## src/rtl/sumador_secuencial.sv

```systemverilog
// sumador_secuencial: NBYTES*8-bit adder built from one shared 8-bit
// ripple-carry slice, one byte per clock (LSB first) with the carry kept
// in a register between bytes. start/ready/busy/done handshake.
// Optional feature: define SUM_SEQ_OVF_EN to add the signed-overflow
// output ovf.

// One 8-bit ripple-carry slice built from a chain of full adders.
module sumador_secuencial_slice #(
  parameter int PwrC = 0
) (
  input  logic [7:0] a,
  input  logic [7:0] b,
  input  logic       cin,
  output logic [7:0] sum,
  output logic       cout
);

  logic [8:0] c_s;

  // Annotation hook for power tooling; it adds no logic.
  if (PwrC != 0) begin : g_pwr_annot
  end

  // Ripple the carry through eight full-adder cells.
  always_comb begin
    c_s    = 9'd0;
    sum    = 8'd0;
    c_s[0] = cin;
    for (int i = 0; i < 8; i++) begin
      sum[i]     = a[i] ^ b[i] ^ c_s[i];
      c_s[i + 1] = (a[i] & b[i]) | (c_s[i] & (a[i] ^ b[i]));
    end
  end

  assign cout = c_s[8];

endmodule

module sumador_secuencial #(
  parameter int NBYTES = 4,
  parameter int PwrC   = 0
) (
  input  logic                  clk,
  input  logic                  reset,
  input  logic                  start,
  input  logic [8*NBYTES-1:0]   op_a,
  input  logic [8*NBYTES-1:0]   op_b,
  input  logic                  ci,
  output logic                  ready,
  output logic                  busy,
  output logic                  done,
  output logic [8*NBYTES-1:0]   s,
  output logic                  co
`ifdef SUM_SEQ_OVF_EN
  ,
  output logic                  ovf
`endif
);

  localparam int         W        = 8 * NBYTES;
  localparam logic [2:0] LAST_IDX = 3'(NBYTES - 1);

  typedef enum logic [1:0] {
    ST_IDLE = 2'd0,
    ST_ADD  = 2'd1,
    ST_DONE = 2'd2
  } state_e;

  state_e         state_q, state_d;
  logic [W-1:0]   a_q, a_d;
  logic [W-1:0]   b_q, b_d;
  logic [W-1:0]   s_q, s_d;
  logic [2:0]     idx_q, idx_d;
  logic           carry_q, carry_d;
  logic           co_q, co_d;
  logic           ready_q, ready_d;
  logic           busy_q, busy_d;
  logic           done_q, done_d;
`ifdef SUM_SEQ_OVF_EN
  logic           ovf_q, ovf_d;
`endif

  logic [7:0]     slice_a_s;
  logic [7:0]     slice_b_s;
  logic [7:0]     slice_sum_s;
  logic           slice_co_s;

  // Select the operand bytes addressed by the current byte index.
  always_comb begin
    slice_a_s = 8'd0;
    slice_b_s = 8'd0;
    for (int k = 0; k < NBYTES; k++) begin
      if (idx_q == 3'(k)) begin
        slice_a_s = a_q[8*k +: 8];
        slice_b_s = b_q[8*k +: 8];
      end else begin
        slice_a_s = slice_a_s;
        slice_b_s = slice_b_s;
      end
    end
  end

  sumador_secuencial_slice #(
    .PwrC (PwrC)
  ) u_slice (
    .a    (slice_a_s),
    .b    (slice_b_s),
    .cin  (carry_q),
    .sum  (slice_sum_s),
    .cout (slice_co_s)
  );

  // Next-state, datapath update and registered handshake outputs.
  always_comb begin
    state_d = state_q;
    a_d     = a_q;
    b_d     = b_q;
    s_d     = s_q;
    idx_d   = idx_q;
    carry_d = carry_q;
    co_d    = co_q;
`ifdef SUM_SEQ_OVF_EN
    ovf_d   = ovf_q;
`endif
    case (state_q)
      ST_IDLE, ST_DONE: begin
        // DONE also accepts, which gives back-to-back operation.
        if (start) begin
          a_d     = op_a;
          b_d     = op_b;
          carry_d = ci;
          idx_d   = 3'd0;
          state_d = ST_ADD;
        end else begin
          state_d = ST_IDLE;
        end
      end
      ST_ADD: begin
        for (int k = 0; k < NBYTES; k++) begin
          if (idx_q == 3'(k)) begin
            s_d[8*k +: 8] = slice_sum_s;
          end else begin
            s_d[8*k +: 8] = s_q[8*k +: 8];
          end
        end
        carry_d = slice_co_s;
        if (idx_q == LAST_IDX) begin
          // Index holds at the top byte; it is cleared on the next accept.
          co_d    = slice_co_s;
`ifdef SUM_SEQ_OVF_EN
          // Carry into bit 7 XOR carry out equals: operands agree in sign
          // and the sum sign differs.
          ovf_d   = (slice_a_s[7] == slice_b_s[7]) && (slice_sum_s[7] != slice_a_s[7]);
`endif
          state_d = ST_DONE;
        end else begin
          idx_d   = idx_q + 3'd1;
        end
      end
      default: begin
        state_d = ST_IDLE;
      end
    endcase
    ready_d = (state_d != ST_ADD);
    busy_d  = (state_d == ST_ADD);
    done_d  = (state_d == ST_DONE);
  end

  // State and datapath registers with synchronous reset.
  always_ff @(posedge clk) begin
    if (reset) begin
      state_q <= ST_IDLE;
      a_q     <= '0;
      b_q     <= '0;
      s_q     <= '0;
      idx_q   <= 3'd0;
      carry_q <= 1'b0;
      co_q    <= 1'b0;
      ready_q <= 1'b1;
      busy_q  <= 1'b0;
      done_q  <= 1'b0;
`ifdef SUM_SEQ_OVF_EN
      ovf_q   <= 1'b0;
`endif
    end else begin
      state_q <= state_d;
      a_q     <= a_d;
      b_q     <= b_d;
      s_q     <= s_d;
      idx_q   <= idx_d;
      carry_q <= carry_d;
      co_q    <= co_d;
      ready_q <= ready_d;
      busy_q  <= busy_d;
      done_q  <= done_d;
`ifdef SUM_SEQ_OVF_EN
      ovf_q   <= ovf_d;
`endif
    end
  end

  assign ready = ready_q;
  assign busy  = busy_q;
  assign done  = done_q;
  assign s     = s_q;
  assign co    = co_q;
`ifdef SUM_SEQ_OVF_EN
  assign ovf   = ovf_q;
`endif

endmodule

```

## config.mk

```make
export PLATFORM = sky130hd
export DESIGN_NAME = sumador_secuencial
export DESIGN_NICKNAME = d
export VERILOG_FILES = /design/src/rtl/sumador_secuencial.sv
export SDC_FILE = /design/constraint.sdc
export NUM_CORES = 1
export LEC_CHECK = 0
export BUFFER_PORTS_ARGS = -buffer_cell sky130_fd_sc_hd__buf_2
export CORE_MARGIN = 5
export CORE_UTILIZATION = 40
export CTS_CLUSTER_DIAMETER = 80
export DETAILED_ROUTE_END_ITERATION = 6
export GPL_ROUTABILITY_DRIVEN = 0
export GPL_TIMING_DRIVEN = 1
export PLACE_DENSITY = 0.71
export REMOVE_ABC_BUFFERS = 1
export SETUP_SLACK_MARGIN = 0.02
export SYNTH_ARGS = -nofsm -noshare
export SYNTH_HDL_FRONTEND = slang
export SYNTH_SLANG_ARGS = --single-unit
```

## constraint.sdc

```tcl
create_clock -name clk -period 8.15 [get_ports clk]
set_clock_uncertainty 0.15 [all_clocks]
set_input_delay 0.4075 -clock clk [delete_from_list [all_inputs] [get_ports clk]]
set_output_delay 0.4075 -clock clk [all_outputs]
set_load 0.02 [all_outputs]
```

==> results of run 1 <==
[power by group]
group / switching, mW / internal [mW] / leakage, nW / total (mW)
clock network: 0.172 / 0.151 / 0.0966 / 0.322
logic: 0.0951 / 0.0598 / 1.07 / 0.155
registers: 0.0172 / 0.545 / 0.867 / 0.562
total: 0.284 / 0.756 / 2.04 / 1.04
[through the flow]
| stage | hold WS, ns | utilization | area, um2 |
|---|---|---|---|
| detailed placement | 0.301 | 0.447 | 4850 |
| floorplan | 0.277 | - | 4130 |
| global placement | 0.297 | 0.447 | 4850 |
| CTS | 0.104 | 0.465 | 5040 |
| global route | 0.100 | 0.465 | 5040 |
| finish | 0.121 | 0.465 | 5040 |
[layer usage]
metal  part of all wire  wire length (um)  up-vias
met2               0.46              4990      135
met3              0.071               768       14
met4              0.015               163        0
met1               0.46              4950     1730
li1                   -                 -     1885
met5                  0                 0        -
[cells in the final DEF (no fill, tap or decap), types with 2 or more instances in the layout]
| cell | count |
|---|---|
| a211oi_1 | 20 |
| buf_4 | 3 |
| a2bb2oi_1 | 10 |
| clkbuf_1 | 2 |
| mux2i_1 | 9 |
| ha_1 | 5 |
| dfxtp_1 | 106 |
| a221oi_1 | 16 |
| a21oi_1 | 70 |
| buf_2 | 102 |
| inv_1 | 9 |
| fa_1 | 8 |
| and4bb_1 | 3 |
| nor2_1 | 34 |
| o21ai_0 | 22 |
| clkbuf_8 | 10 |
| nand2_1 | 145 |
[registers in the layout, indices dropped and copies added, names as in the netlist]
| name | flops |
|---|---|
| a_q | 32 |
| carry_q | 1 |
| busy | 1 |
| b_q | 32 |
| done | 1 |
| co | 1 |
| s | 32 |
| idx_q | 3 |
| ready | 1 |
| state_q | 2 |
[critical path, stage by stage, from the launching register on]
cell and delay (ns):
dfxtp_1 0.35, ha_1 0.21, ha_1 0.44, nor2_1 0.73, o21ai_0 0.22, a2bb2oi_1 0.19, fa_1 0.42, inv_1 0.08
fa_1 0.19, fa_1 0.17, inv_1 0.06, fa_1 0.38, fa_1 0.39, fa_1 0.40, fa_1 0.37, inv_1 0.09
fa_1 0.47, mux2i_1 0.16, nor2_1 0.06
[kinds of logic (layout without fill, tap and decap cells)]
logic type      after synthesis  after routing  synth area share
simple gates                193            193             0.179
compound gates              142            142             0.196
mux                           9              9            0.0203
buf+inv                      55            130            0.0752
flops                       106            106             0.479
fa+ha+maj                    13             13            0.0503
[area by class of cell]
cell class                      count  area share
Tap cell                          140      0.0347
Clock buffer                       12      0.0288
Timing Repair Buffer              105       0.106
Sequential cell                   106       0.421
Inverter                            9     0.00670
Multi-Input combinational cell    357       0.393
Clock inverter                      4      0.0102
[how the worst max path moves through the flow]
| stage | start | endpoint | slack, ns | depth (start not counted) |
|---|---|---|---|---|
| 2_1_floorplan | idx_q[0]$_SDFFE_PP0P_ | s[15]$_SDFFE_PP0P_ | 3.24 | 18 |
| 3_3_place_gp | idx_q[0]$_SDFFE_PP0P_ | s[7]$_SDFFE_PP0P_ | 2.77 | 18 |
| 3_5_place_dp | idx_q[0]$_SDFFE_PP0P_ | s[7]$_SDFFE_PP0P_ | 2.48 | 18 |
| 4_1_cts | idx_q[0]$_SDFFE_PP0P_ | s[7]$_SDFFE_PP0P_ | 2.48 | 18 |
| 5_1_grt | idx_q[0]$_SDFFE_PP0P_ | s[15]$_SDFFE_PP0P_ | 2.11 | 18 |
| 6_report | idx_q[0]$_SDFFE_PP0P_ | s[7]$_SDFFE_PP0P_ | 2.46 | 18 |
==> flow_metrics.env, run 1 <==
export IMPL_worstSetupPathType="flip-flop to flip-flop"
export IMPL_fillers=1071
export IMPL_num_io_pins=104
export IMPL_clkTransAtPathRegs_ns=0.09
export IMPL_grt_pass1_wl_um=17600
export IMPL_grt_max_degree=107
export IMPL_holdBufCountCts=0
export IMPL_synth_flop_cell="dfxtp_1"
export IMPL_clock_path_buffers=2
export IMPL_ant_nets=0
export IMPL_ys_types=32
export IMPL_cts_buffers=9
export IMPL_wirelength_um=10900
export IMPL_rows=38
export IMPL_min_path_type="primary input to flip-flop"
export IMPL_core_area_um2=10800
export IMPL_ys_ff_latch=106
export IMPL_arrival_ns=5.75
export IMPL_ir_drop_uv=97.7
export IMPL_portBuffers=103
export IMPL_cts_setup_buffers=0
export IMPL_r2r_end="s[7]$_SDFFE_PP0P_"
export IMPL_dr_pass1_iters=5
export IMPL_finalSetupViolations=0
export IMPL_worstPathRequired_ns=8.21
export IMPL_yosysWarnings=0
export IMPL_cts_resized=0
export IMPL_whs_path_depth=3
export IMPL_dp_hpwl_um=7810
export IMPL_grtUsageMet3=0.0421
export IMPL_syn_area_per_cell_um2=8.55
export IMPL_die_area_um2=13300
export IMPL_drive_above_1_share=0.207
export IMPL_final_nets=669
export IMPL_antenna_found_initial=0
export IMPL_synth_common_cells="145 x nand2_1, 106 x dfxtp_1, 70 x a21oi_1, 34 x nor2_1, 22 x o21ai_0"
export IMPL_synth_area_leaders="dfxtp_1 48%, nand2_1 12%, a21oi_1 7.9%"
export IMPL_yosys_area_top_type="dfxtp_1"
export IMPL_top_usage_layer="met2"
export IMPL_fin_crit_ns=5.69
export IMPL_async_flop_share=0
export IMPL_ff2ff_setup_slack_ns=2.46
export IMPL_p_leak_nw=2.04
export IMPL_final_setup_worst_slack_ns=2.46
export IMPL_synth_edf_count=0
export IMPL_fin_setup_tns_ns=0
export IMPL_grt_total_usage=0.166
export IMPL_start_util=0.408
export IMPL_ff_latch_area_um2=2120
export IMPL_dp_cells=717
export IMPL_vias=3764
export IMPL_cp_max_fo=22
export IMPL_met2_usage=0.268
export IMPL_cap_violations=0
export IMPL_hold_violations=0
export IMPL_worst_pin_slew_ns=1.08
export IMPL_grt_overflow=0
export IMPL_status="finished, final reports clean"
export IMPL_die_h_um=115
export IMPL_clock_fmax_mhz=176
export IMPL_drcViolationCount=0
export IMPL_maxSlewViolCount=0
export IMPL_rr_startpoint="idx_q[0]$_SDFFE_PP0P_"
export IMPL_synth_top_area_share=0.479
export IMPL_wl_per_cell_um=14.8
export IMPL_insertion_delay_ns=0.36
export IMPL_rsz0062_at_grt="false"
export IMPL_pre_cts_slack_ns=2.48
export IMPL_netlist_area_um2=4430
export IMPL_cts_tree="yes"
export IMPL_grt_pass1_vias=3692
export IMPL_met1_usage=0.219
export IMPL_finalCritPeriodShare=0.698
export IMPL_finalNonFillerCells=733
export IMPL_chipWidth_um=115
export IMPL_start_kind="flip-flop"
export IMPL_cts_sinks=106
export IMPL_viasPerCell=5.14
export IMPL_multi_input_area_um2=1980
export IMPL_syn_inst=518
export IMPL_syn2layout_area_growth_pct=13.9
export IMPL_p_per_area_nw_per_um2=206
export IMPL_htree_num_levels=3
export IMPL_root_buffer="clkbuf_8"
export IMPL_ff2ff_path_depth=18
export IMPL_hold_path_end="a_q[10]$_SDFFE_PP0P_"
export IMPL_worst_setup_path_end_kind="flip-flop"
export IMPL_slew_headroom=0.277
export IMPL_p_total_mw=1.04
export IMPL_seq_area_frac_synth=0.479
export IMPL_drtIter0Drc=329
export IMPL_min_from="op_a[10]"
export IMPL_antenna_cells=0
export IMPL_yosysMostFrequentCell="nand2_1"
(Power assumes the default switching activity.)
==> run 2, diff against run 1 <==
Clock period 8.15 ns to 5.5 ns, I/O delays scaled along.
==> flow_metrics.env, run 2 (synthesized netlist as in run 1, its figures left out) <==
export IMPL_status="finished, final reports clean"
export IMPL_p_sw_mw=0.414
export IMPL_final_cell_mix="145 x nand2_1, 106 x dfxtp_1, 102 x buf_2"
export IMPL_ff2ff_setup_slack_ns=0.48
export IMPL_vias=3986
export IMPL_clock_path_buffers=2
export IMPL_start_util=0.408
export IMPL_cts_sinks=106
export IMPL_root_buffer="clkbuf_8"
export IMPL_cts_buffers=9
export IMPL_min_path_type="primary input to flip-flop"
export IMPL_hold_slack_ns=0.00962
export IMPL_rsz0062_at_grt="false"
export IMPL_hold_violations=0
export IMPL_ant_nets=0
export IMPL_swShare=0.269
export IMPL_grt_total_usage=0.174
export IMPL_start_kind="flip-flop"
export IMPL_final_nets=716
export IMPL_maxSlewViolCount=0
export IMPL_seqPwrFrac=0.542
export IMPL_worst_pin_slew_ns=1.04
export IMPL_crit_end="s[23]$_SDFFE_PP0P_"
export IMPL_pre_cts_slack_ns=0.530
export IMPL_core_area_um2=10800
export IMPL_fin_setup_tns_ns=0
export IMPL_clock_fmax_mhz=199
export IMPL_worst_setup_path_end_kind="flip-flop"
export IMPL_drive_above_1_share=0.197
export IMPL_worstSetupPathType="flip-flop to flip-flop"
export IMPL_critPathLaunch="idx_q[0]$_SDFFE_PP0P_"
export IMPL_insertion_delay_ns=0.37
export IMPL_cap_violations=0
export IMPL_p_total_mw=1.54
export IMPL_internal_power_mw=1.12
export IMPL_syn2layout_area_growth_pct=23.7
export IMPL_dr_pass1_iters=4
export IMPL_worstPathRequired_ns=5.57
export IMPL_final_area_um2=5480
export IMPL_placed_cell_area_um2=4880
export IMPL_cts_tree="yes"
export IMPL_finalSetupViolations=0
export IMPL_rows=38
export IMPL_fillers=1045
export IMPL_die_area_um2=13300
export IMPL_num_io_pins=104
export IMPL_antenna_found_initial=0
export IMPL_grt_max_degree=107
export IMPL_antenna_cells=0
export IMPL_pwr_share_comb=0.167
export IMPL_arrival_ns=5.09
export IMPL_p_per_area_nw_per_um2=281
export IMPL_htree_num_levels=3
export IMPL_wl_per_cell_um=14.8
export IMPL_grt_pass1_wl_um=18200
export IMPL_chipWidth_um=115
export IMPL_cp_max_fo=9
export IMPL_final_setup_worst_slack_ns=0.480
export IMPL_grt_pass1_vias=3837
export IMPL_grt_overflow=0
export IMPL_ff2ff_path_depth=18
export IMPL_p_leak_nw=2.23
export IMPL_viasPerCell=5.12
export IMPL_r2r_end="s[23]$_SDFFE_PP0P_"
export IMPL_ir_drop_uv=142
export IMPL_dp_hpwl_um=8020
export IMPL_finalCritPeriodShare=0.913
export IMPL_wirelength_um=11500
export IMPL_pwr_share_clk=0.291
export IMPL_layout_cells_most_common="nand2_1"
export IMPL_portBuffers=103
export IMPL_drcViolationCount=0
export IMPL_drtIter0Drc=203
export IMPL_slew_headroom=0.308
export IMPL_clkTransAtPathRegs_ns=0.09
export IMPL_die_h_um=115
export IMPL_rr_startpoint="idx_q[0]$_SDFFE_PP0P_"
export IMPL_fin_crit_ns=5.02
run 2: area by class of cell:
cell class	instances	area, um2	share of cell area
flip-flops and latches	106	2120	0.387
multi-input cells	357	1980	0.362
repair buffers	152	991	0.181
well taps	140	175	0.0320
clock buffers	11	131	0.0240
clock inverters	3	42.5	0.00776
inverters	9	33.8	0.00617
run 2: power by group through the flow:
stage	combinational [mW]	sequential, mW	clock (mW)
after detailed placement	0.235	0.851	0
after global placement	0.226	0.851	0
after global routing	0.284	0.838	0.490
after floorplan	0.131	0.854	0
after CTS	0.258	0.833	0.459
final	0.258	0.833	0.447
run 2: worst max-delay path, stage by stage (launching register included):
cell	delay [ns]
dfxtp_1	0.35
ha_1	0.21
ha_1	0.19
nor2_1	0.38
o21ai_0	0.19
a2bb2oi_1	0.19
fa_1	0.39
inv_1	0.07
fa_1	0.17
fa_1	0.17
inv_1	0.06
fa_1	0.38
fa_1	0.40
fa_1	0.43
fa_1	0.39
inv_1	0.08
fa_1	0.47
mux2i_1	0.18
nor2_1	0.05
run 2: how the worst min path moves through the flow:
stage / from / to / cells past startpoint / slack (ns)
after floorplan: reset / state_q[0]$_SDFF_PP0_ / 1 / 0.19
after global placement: b_q[19]$_SDFFE_PP0P_ / b_q[19]$_SDFFE_PP0P_ / 2 / 0.29
after detailed placement: b_q[19]$_SDFFE_PP0P_ / b_q[19]$_SDFFE_PP0P_ / 2 / 0.30
after CTS: op_b[5] / b_q[5]$_SDFFE_PP0P_ / 3 / 0.003
after global routing: op_a[19] / a_q[19]$_SDFFE_PP0P_ / 3 / 0.0001
final: op_a[12] / a_q[12]$_SDFFE_PP0P_ / 3 / 0.01
run 2: per-layer routing:
layer,global-route usage,wire length (um),part of all wire,up-vias
met5,0,0,0,-
met4,0.0743,314,0.027,0
met3,0.0332,677,0.059,27
met2,0.285,5540,0.48,109
met1,0.224,4950,0.43,1875
li1,-,-,-,1975
run 2: repair_timing:
| action | 4_1_cts | 5_1_grt |
|---|---|---|
| gates resized for setup | 0 | 0 |
| endpoints found under the hold margin | 42 | 0 |
| hold buffers | 42 | 0 |
| buffers inserted | 0 | 0 |
run 2: per-stage QoR:
step / util / cells
finish: 0.505 / 778
global route: 0.505 / 778
CTS: 0.505 / 778
detailed placement: 0.451 / 722
global placement: 0.451 / 722
floorplan: - / 472
==> run 3, diff against run 2 <==
Settings changed: CAP_MARGIN from default to 0, CORE_ASPECT_RATIO from default to 1.5.
==> flow_metrics.env, run 3 (synthesized netlist as in run 1, its figures left out) <==
export IMPL_hold_violations=0
export IMPL_worst_pin_slew_ns=1.05
export IMPL_ff_latch_area_um2=2120
export IMPL_slew_headroom=0.300
export IMPL_die_area_um2=13300
export IMPL_fillers=1100
export IMPL_cts_tree="yes"
export IMPL_chipWidth_um=95.9
export IMPL_grt_pass1_vias=3778
export IMPL_crit_slowest_cell="fa_1"
export IMPL_p_per_area_nw_per_um2=322
export IMPL_routed_wl_met2_um=5840
export IMPL_dp_hpwl_um=7950
export IMPL_ff2ff_path_depth=18
export IMPL_grt_overflow=0
export IMPL_final_nets=674
export IMPL_ir_drop_uv=143
export IMPL_min_from="op_a[9]"
export IMPL_drcViolationCount=0
export IMPL_core_area_um2=10900
export IMPL_wirelength_um=10800
export IMPL_clock_fmax_mhz=203
export IMPL_cts_resized=0
export IMPL_clkTransAtPathRegs_ns=0.06
export IMPL_hold_path_end="a_q[9]$_SDFFE_PP0P_"
export IMPL_p_total_mw=1.67
export IMPL_grt_max_degree=107
export IMPL_dp_cells=729
export IMPL_layout_cells_most_common="nand2_1"
export IMPL_htree_num_levels=3
export IMPL_routed_top_layer="met4"
export IMPL_viasPerCell=5.05
export IMPL_cp_max_fo=8
export IMPL_root_buffer="clkbuf_16"
export IMPL_cap_violations=0
export IMPL_maxSlewViolCount=0
export IMPL_r2r_end="s[7]$_SDFFE_PP0P_"
export IMPL_slowest_delay_ns=0.46
export IMPL_antenna_cells=0
export IMPL_grt_total_usage=0.169
export IMPL_cts_setup_buffers=0
export IMPL_whs_path_depth=3
export IMPL_finalSetupViolations=0
export IMPL_ant_nets=0
export IMPL_worstSetupPathType="flip-flop to flip-flop"
export IMPL_start_kind="flip-flop"
export IMPL_finalNonFillerCells=744
export IMPL_cp_common_cell="fa_1"
export IMPL_rsz0062_at_grt="false"
export IMPL_drtIter0Drc=232
export IMPL_wl_per_cell_um=14.5
export IMPL_fin_crit_ns=4.92
export IMPL_drive_above_1_share=0.213
export IMPL_fin_setup_tns_ns=0
export IMPL_finalCritPeriodShare=0.894
export IMPL_antenna_found_initial=0
export IMPL_final_cell_mix="145 x nand2_1, 106 x dfxtp_1, 102 x buf_2"
export IMPL_insertion_delay_ns=0.34
export IMPL_min_path_type="primary input to flip-flop"
export IMPL_status="finished, final reports clean"
export IMPL_worstPathRequired_ns=5.54
export IMPL_portBuffers=103
export IMPL_syn2layout_area_growth_pct=16.9
export IMPL_multi_input_area_um2=1980
export IMPL_arrival_ns=4.95
export IMPL_worst_setup_path_end_kind="flip-flop"
export IMPL_grt_pass1_wl_um=17700
export IMPL_die_h_um=139
export IMPL_ff2ff_setup_slack_ns=0.58
export IMPL_start_util=0.405
export IMPL_met1_length_um=4290
export IMPL_routed_wl_met3_um=463
export IMPL_cts_buffers=9
export IMPL_num_io_pins=104
export IMPL_post_route_util=0.473
export IMPL_vias=3759
export IMPL_p_leak_nw=2.10
export IMPL_worstPathCellList="ha_1, ha_1, nor2_1, o21ai_0, a2bb2oi_1, fa_1, inv_1, fa_1, fa_1, inv_1, fa_1, fa_1, fa_1, fa_1, inv_1, fa_1, mux2i_1, nor2_1"
export IMPL_dr_pass1_iters=5
export IMPL_holdBufCountCts=0
export IMPL_clock_path_buffers=2
export IMPL_rows=47
export IMPL_cts_sinks=106
export IMPL_rr_startpoint="idx_q[0]$_SDFFE_PP0P_"
run 3: cell types whose count changed in the layout (fill, tap and decap cells not counted), sizes merged:
| cell | change |
|---|---|
| bufinv | -1 |
| dlygate4sd3 | -42 |
| clkbuf | +3 |
| clkinvlp | -1 |
run 3: power by group:
group	switching, mW	internal [mW]
logic	0.140	0.0909
registers	0.0250	0.809
clock network	0.260	0.343
total	0.425	1.24
run 3: through the flow:
step / hold WS (ns) / worst slack (ns) / instance area (um2)
finish: 0.0210 / 0.583 / 5180
global route: 0.0139 / 0.286 / 5180
CTS: 0.0112 / 0.580 / 5180
detailed placement: 0.297 / 0.594 / 4890
global placement: 0.296 / 0.757 / 4890
floorplan: 0.193 / 0.591 / 4130
run 3: worst max path at each step:
stage,slack [ns],cells past startpoint,to,from
after floorplan,0.59,18,s[15]$_SDFFE_PP0P_,idx_q[0]$_SDFFE_PP0P_
after global placement,0.76,18,s[7]$_SDFFE_PP0P_,idx_q[0]$_SDFFE_PP0P_
after detailed placement,0.59,18,s[7]$_SDFFE_PP0P_,idx_q[0]$_SDFFE_PP0P_
after CTS,0.58,18,s[7]$_SDFFE_PP0P_,idx_q[0]$_SDFFE_PP0P_
after global routing,0.29,18,s[7]$_SDFFE_PP0P_,idx_q[0]$_SDFFE_PP0P_
final,0.58,18,s[7]$_SDFFE_PP0P_,idx_q[0]$_SDFFE_PP0P_
run 3: final cells by class:
class / instances / share of cell area
sequential: 106 / 0.410
inverter: 9 / 0.00653
timing repair buffer: 110 / 0.110
clock inverter: 1 / 0.00169
tap: 147 / 0.0355
multi-input combinational: 357 / 0.383
clock buffer: 14 / 0.0529
run 3: per-layer routing:
layer / up-vias / GRT usage
met5: - / 0
met4: 0 / 0.0540
met3: 16 / 0.0342
met2: 92 / 0.297
met1: 1745 / 0.201
li1: 1906 / -
run 3: worst max-delay path: cells and delay by family (launching register included):
family / cells / cell delay (ns)
AO/OA/AOI/OAI: 2 / 0.34
adder cells (fa/ha/maj): 10 / 3.18
buffers and inverters: 3 / 0.20
flip-flops: 1 / 0.34
multiplexers: 1 / 0.18
AND/OR/NAND/NOR: 2 / 0.38
